[src/rtl/crack_ctrl.sv]
// crack_ctrl: brute-force key-search controller.
// Launches arc4 once per candidate key, then scans the length-prefixed
// plaintext in pt_mem. A key is accepted when every message byte is
// printable ASCII (0x20..0x7E).
// Optional build macro CRACK_PERF_CNT_EN adds the keys_tried counter output.
module crack_ctrl #(
   parameter logic [23:0] KEY_START = 24'h000000,
   parameter logic [23:0] KEY_STEP  = 24'd1
) (
   input  logic        clk,
   input  logic        rst_n,
   input  logic        en,
   output logic        rdy,
   output logic [23:0] key,
   output logic        key_valid,
   output logic        arc4_en,
   input  logic        arc4_rdy,
   output logic [23:0] arc4_key,
   output logic        pt_sel,
   output logic [7:0]  pt_addr,
   input  logic [7:0]  pt_rddata
`ifdef CRACK_PERF_CNT_EN
   ,
   output logic [24:0] keys_tried
`endif
);

   typedef enum logic [3:0] {
      S_IDLE, S_LAUNCH, S_ARC4_BUSY, S_ARC4_WAIT, S_RD_LEN,
      S_LEN_WAIT, S_SCAN, S_NEXT, S_DONE
   } state_t;

   state_t      r_state;
   logic        r_rdy;
   logic [23:0] r_key;
   logic        r_key_valid;
   logic        r_arc4_en;
   logic [23:0] r_arc4_key;
   logic        r_pt_sel;
   logic [7:0]  r_pt_addr;
   logic [23:0] r_cand;
   logic [7:0]  r_len;
   logic [8:0]  r_idx;     // address currently presented; 9 bits so L=255 never wraps
   logic        r_found;

   logic [24:0] w_sum;
   logic        w_printable;
   logic        w_last;
   logic [8:0]  w_idx_nxt;
   logic        w_launch;

   assign w_sum       = {1'b0, r_cand} + {1'b0, KEY_STEP};
   assign w_printable = (pt_rddata >= 8'h20) && (pt_rddata <= 8'h7E);
   // Byte on pt_rddata belongs to address r_idx-1
   assign w_last      = ((r_idx - 9'd1) == {1'b0, r_len});
   assign w_idx_nxt   = r_idx + 9'd1;
   assign w_launch    = (r_state == S_LAUNCH) && arc4_rdy;

   assign rdy       = r_rdy;
   assign key       = r_key;
   assign key_valid = r_key_valid;
   assign arc4_en   = r_arc4_en;
   assign arc4_key  = r_arc4_key;
   assign pt_sel    = r_pt_sel;
   assign pt_addr   = r_pt_addr;

   // Search FSM with registered outputs
   always_ff @(posedge clk or negedge rst_n) begin
      if (!rst_n) begin
         r_state     <= S_IDLE;
         r_rdy       <= 1'b1;
         r_key       <= '0;
         r_key_valid <= 1'b0;
         r_arc4_en   <= 1'b0;
         r_arc4_key  <= KEY_START;
         r_pt_sel    <= 1'b0;
         r_pt_addr   <= '0;
         r_cand      <= KEY_START;
         r_len       <= '0;
         r_idx       <= '0;
         r_found     <= 1'b0;
      end else begin
         r_arc4_en <= 1'b0;
         case (r_state)
            S_IDLE: begin
               if (en) begin
                  r_key_valid <= 1'b0;
                  r_cand      <= KEY_START;
                  r_arc4_key  <= KEY_START;
                  r_found     <= 1'b0;
                  r_rdy       <= 1'b0;
                  r_state     <= S_LAUNCH;
               end
            end
            S_LAUNCH: begin
               if (arc4_rdy) begin
                  r_arc4_en <= 1'b1;
                  r_state   <= S_ARC4_BUSY;
               end
            end
            // arc4 still shows rdy=1 in the cycle it samples en
            S_ARC4_BUSY: r_state <= S_ARC4_WAIT;
            S_ARC4_WAIT: begin
               if (arc4_rdy) begin
                  r_pt_sel  <= 1'b1;
                  r_pt_addr <= 8'd0;
                  r_state   <= S_RD_LEN;
               end
            end
            S_RD_LEN: r_state <= S_LEN_WAIT;
            S_LEN_WAIT: begin
               r_len <= pt_rddata;
               if (pt_rddata == 8'd0) begin
                  r_found  <= 1'b1;
                  r_pt_sel <= 1'b0;
                  r_state  <= S_DONE;
               end else begin
                  r_idx     <= 9'd1;
                  r_pt_addr <= 8'd1;
                  r_state   <= S_SCAN;
               end
            end
            S_SCAN: begin
               // At r_idx=1 the data is still the length byte, so skip the check
               if ((r_idx != 9'd1) && !w_printable) begin
                  r_pt_sel <= 1'b0;
                  r_state  <= S_NEXT;
               end else if ((r_idx != 9'd1) && w_last) begin
                  r_found  <= 1'b1;
                  r_pt_sel <= 1'b0;
                  r_state  <= S_DONE;
               end else begin
                  r_idx     <= w_idx_nxt;
                  r_pt_addr <= w_idx_nxt[7:0];
               end
            end
            S_NEXT: begin
               if (w_sum[24]) begin
                  r_state <= S_DONE;
               end else begin
                  r_cand     <= w_sum[23:0];
                  r_arc4_key <= w_sum[23:0];
                  r_state    <= S_LAUNCH;
               end
            end
            S_DONE: begin
               if (r_found) begin
                  r_key       <= r_cand;
                  r_key_valid <= 1'b1;
               end else begin
                  r_key_valid <= 1'b0;
               end
               r_rdy   <= 1'b1;
               r_state <= S_IDLE;
            end
            default: r_state <= S_IDLE;
         endcase
      end
   end

`ifdef CRACK_PERF_CNT_EN
   logic [24:0] r_keys_tried;
   assign keys_tried = r_keys_tried;

   // Count arc4 launches of the current search
   always_ff @(posedge clk or negedge rst_n) begin
      if (!rst_n)
         r_keys_tried <= '0;
      else if ((r_state == S_IDLE) && en)
         r_keys_tried <= '0;
      else if (w_launch)
         r_keys_tried <= r_keys_tried + 25'd1;
   end
`endif

endmodule

[config.mk]
export PLATFORM = sky130hd
export DESIGN_NAME = crack_ctrl
export DESIGN_NICKNAME = d
export VERILOG_FILES = /design/src/rtl/crack_ctrl.sv
export SDC_FILE = /design/constraint.sdc
export NUM_CORES = 1
export LEC_CHECK = 0
export CORE_ASPECT_RATIO = 0.75
export CORE_MARGIN = 2
export CORE_UTILIZATION = 30
export CTS_CLUSTER_SIZE = 10
export DETAILED_ROUTE_END_ITERATION = 8
export SLEW_MARGIN = 0
export SYNTH_ARGS = -nofsm -noshare
export SYNTH_HDL_FRONTEND = slang
export SYNTH_SLANG_ARGS = --single-unit
[constraint.sdc]
create_clock -name clk -period 2.9 [get_ports clk]
set_input_delay 0.725 -clock clk [delete_from_list [all_inputs] [get_ports clk]]
set_output_delay 0.725 -clock clk [all_outputs]
set_load 0.01 [all_outputs]
==> results of run 1 <==
## stage by stage
step / util [%] / hold WS (ns) / setup WS [ns] / setup TNS [ns] / instances
2_1_floorplan: - / 0.429 / 0.450 / 0 / 408
3_3_place_gp: 38.0 / 0.464 / 0.0394 / 0 / 655
3_5_place_dp: 38.0 / 0.467 / -0.00897 / -0.0103 / 655
4_1_cts: 40.2 / 0.320 / 0.286 / 0 / 671
5_1_grt: 40.2 / 0.329 / 0.0696 / 0 / 671
6_report: 40.2 / 0.308 / 0.237 / 0 / 671
## path summary, 6_finish.rpt
kind                            from          to
max                         r_idx[0]  r_state[1]
min                            rst_n    r_len[6]
max reg2reg                 r_idx[0]  r_state[1]
min reg2reg                key_valid   key_valid
max in group asynchronous      rst_n         rdy
min in group clk           key_valid   key_valid
## flip-flops by register name, indices dropped and copies added (netlist names)
register	cells
r_idx	9
r_found	1
r_len	8
rdy	1
arc4_en	1
r_state	4
pt_addr	8
pt_sel	1
key	24
key_valid	1
r_cand	24
## power by group through the flow
stage	Clock (uW)	Combinational (uW)	Sequential [uW]
2_1_floorplan	0	731	1420
3_3_place_gp	0	1030	1480
3_5_place_dp	0	1060	1490
4_1_cts	1190	1060	1460
5_1_grt	1240	1180	1500
6_report	1160	1060	1470
## routing by layer
| layer | global-route usage (%) | up-vias |
|---|---|---|
| met3 | 3.38 | 10 |
| li1 | - | 1605 |
| met5 | 0 | - |
| met4 | 3.68 | 0 |
| met2 | 21.6 | 83 |
| met1 | 21.0 | 1650 |
## cell usage after synthesis, drive strengths merged, types with 2 or more instances
cell and n:
o21a 3, nor3 11, a2111oi 2, and2 3, o2bb2ai 2, nor2b 3, a21boi 4, nand4 10
a31o 2, a22o 2, o21ai 7, nand2 35, a21oi 7, nor4 4, and3 7, nor2 45
o22ai 10, buf 6, xnor2 16, a31oi 6, mux2 30, nor3b 4, or4 3, o2111ai 2
and4 2, xor2 23, clkbuf 14, o221ai 2, inv 18, dfrtp 81, ha 4, nand3 22
## cell usage in the layout, fill, tap and decap left out, drive strengths merged, types with 3 or more instances in the layout
cell type	netlist	routed
clkbuf	14	9
a21boi	4	4
o21a	3	3
nor4	4	4
buf	6	22
nand2	35	35
inv	18	21
dfrtp	81	81
nor2b	3	3
a21oi	7	7
and2	3	3
o22ai	10	10
xnor2	16	16
mux2	30	30
nand4	10	10
nor3	11	11
nor3b	4	4
a31oi	6	6
xor2	23	23
or4	3	3
ha	4	4
and3	7	7
nand3	22	22
clkdlybuf4s50	0	70
nor2	45	45
o21ai	7	7
## cell families after synthesis
group           Yosys count
mux                      31
flops                    82
buf+inv                  38
simple gates            157
compound gates           57
fa+ha+maj                 4
xor+xnor                 39
## critical path, cell delays in order, from the launching register on
cell and delay (ns):
sky130_fd_sc_hd__dfrtp_1 0.57, sky130_fd_sc_hd__inv_1 0.16, sky130_fd_sc_hd__ha_1 0.41, sky130_fd_sc_hd__xnor2_1 0.16, sky130_fd_sc_hd__nor2_1 0.10, sky130_fd_sc_hd__and4_1 0.24, sky130_fd_sc_hd__o2111a_1 0.38, sky130_fd_sc_hd__nor2_1 0.14
sky130_fd_sc_hd__or3_1 0.38
## area by class of cell
type | instances | share of cell area, %
well taps | 175 | 3.99
repair buffers | 92 | 16.0
multi-input cells | 288 | 35.8
clock inverters | 7 | 1.39
inverters | 18 | 1.23
flip-flops and latches | 82 | 37.4
clock buffers | 9 | 4.11
==> out/summary.txt, run 1 <==
outcome = finished, violations left
failing checks = design-rule violations
Starting Density = 30.5%
main area contributors after synthesis = sky130_fd_sc_hd__dfrtp_1 49%, sky130_fd_sc_hd__mux2_2 8.1%, sky130_fd_sc_hd__xor2_1 4.8%
cell internal power dissipation = 2470 uW
most area-hungry cell type in the Yosys netlist = sky130_fd_sc_hd__dfrtp_1
launching element type of the critical path = flip-flop
Site Rows = 37
clock insertion delay at the later pin of the skew report = 0.34 ns
remaining number of nets flagged by the antenna check after routing = 0
DRC violation count after routing = 2
wl on met1 = 5090 um
setup slack, reg-to-reg = 0.24 ns
cell area reported after detailed placement = 5180 um^2
number of library cell types mapped by synthesis = 58
total net switching power = 1230 uW
worst slew margin relative to its limit = 61.8%
mean instance size in the synthesized netlist = 10.2 um^2
max-cap viol count = 0
total global-route track usage = 14.4%
area share of xor/xnor cells in the synthesized design = 8.20%
highest routed metal layer = met4
H-tree depth reported by CTS = 3
proportion of layout cells with a drive suffix above 1 = 16.7%
n_diodes = 0
Logic pwr share = 28.8%
total of buffers placed on input and output ports = 71
number of endpoints failing setup at the final stage = 0
TritonCTS Buffers = 9
category of the critical setup timing path = flip-flop to flip-flop
arrival time at the worst endpoint = 2.88 ns
number of detailed-route iterations in the first pass = 6
sequential power share = 39.7%
final worst path period share = 91.8%
Net count, final = 507
root buf cell = sky130_fd_sc_hd__clkbuf_16
clock tree from TritonCTS = yes
clock network fraction of design power = 31.5%
switching share of power = 33.2%
Hold Crit Class = primary input to asynchronous set/reset pin
netlist area before placement = 4170 um^2
worst voltage drop across the vdd grid = 0.305 mV
nature of the critical path endpoint = flip-flop
largest net degree at the start of global routing = 56
Die Y-Extent = 106 um
detailed-route wire length = 10,300 um
post-synthesis sequential area ratio = 49.3%
clock edge transition at the registers on the reported setup and hold paths = 0.06 ns
RSZ-0062 raised after global routing = no
most frequently used flop master after synthesis = sky130_fd_sc_hd__dfrtp_1
Static Leak = 0.00235 uW
post-DR vias/cell = 4.99
maximum operating frequency = 0.376 GHz
Area Overhead vs Synth = 31.6%
buffer count from post-CTS setup fixing = 0
compound-cell area share of the yosys netlist = 10.3%
vias after detailed routing = 3,348
number of cell instances on the worst register-to-register path = 8
slew at the pin closest to its max-slew limit = 0.567 ns
WL met2 = 4530 um
core area = 13,700 um^2
footprint of the multi-input gates = 1970 um^2
Final Max Slew Viols = 0
total design power = 3690 uW
largest family of logic cells by synthesized area = simple AND/OR/NAND/NOR gates
count of flip-flops with a built-in enable after synthesis = 0
area share of and/or/nand/nor cells after synthesis = 19.0%
hold buffer count at CTS = 0
detail-routed net length per standard cell = 15.3 um
Gates resized, CTS repair = 0
first-pass GRT wire length = 17,100 um
flip-flop and latch count after synthesis = 82
sink count of the clock tree = 82
Sequential Area = 2050 um^2
final hold vios = 0
Die X-Extent = 140 um
Critical Path Fanout Max = 8
maximum buffer depth of the clock tree = 2
sum of overflow across all layers after global routing = 0
adder-cell area share of the yosys netlist = 1.20%
worst clock skew = 0.00917 ns
number of top-level pins = 72
routability congestion estimate = 0.849
endpoint required time on the critical path = 3.12 ns
Fill cells = 1,290
async set or reset register ratio after synthesis = 100%
total number of yosys warnings = 0
Total Die Area = 14,900 um^2
final critical path time including I/O delays and setup = 2.66 ns
DP HPWL = 7450 um
Synthesized Nets = 424
number of global-route vias before repair = 3,266
number of antenna violations at the first check in global routing = 0
multiplexer area fraction after synthesis = 8.35%
post-route standard cell area excluding fillers = 5490 um^2
ratio of total power to cell area = 673 nW/um^2
detailed router's first-iteration violation count = 170
sum of met3 wire segment lengths after detailed routing = 551 um
top cell type's share of synthesized area = 48.6%
number of cells produced by synthesis = 408
Note: power is estimated with default switching activity, not from simulation.
==> run 2: changes to the inputs <==
Settings changed: CAP_MARGIN set to 20, HOLD_SLACK_MARGIN set to 0.08.
==> results of run 2 <==
Same layout as run 1: the final DEF is identical, and so are final timing and power.
==> run 3: changes to the inputs <==
Settings changed: SKIP_CTS_REPAIR_TIMING set to 1.
==> results of run 3 <==
Same layout as run 1: the final DEF is identical, and so are final timing and power.
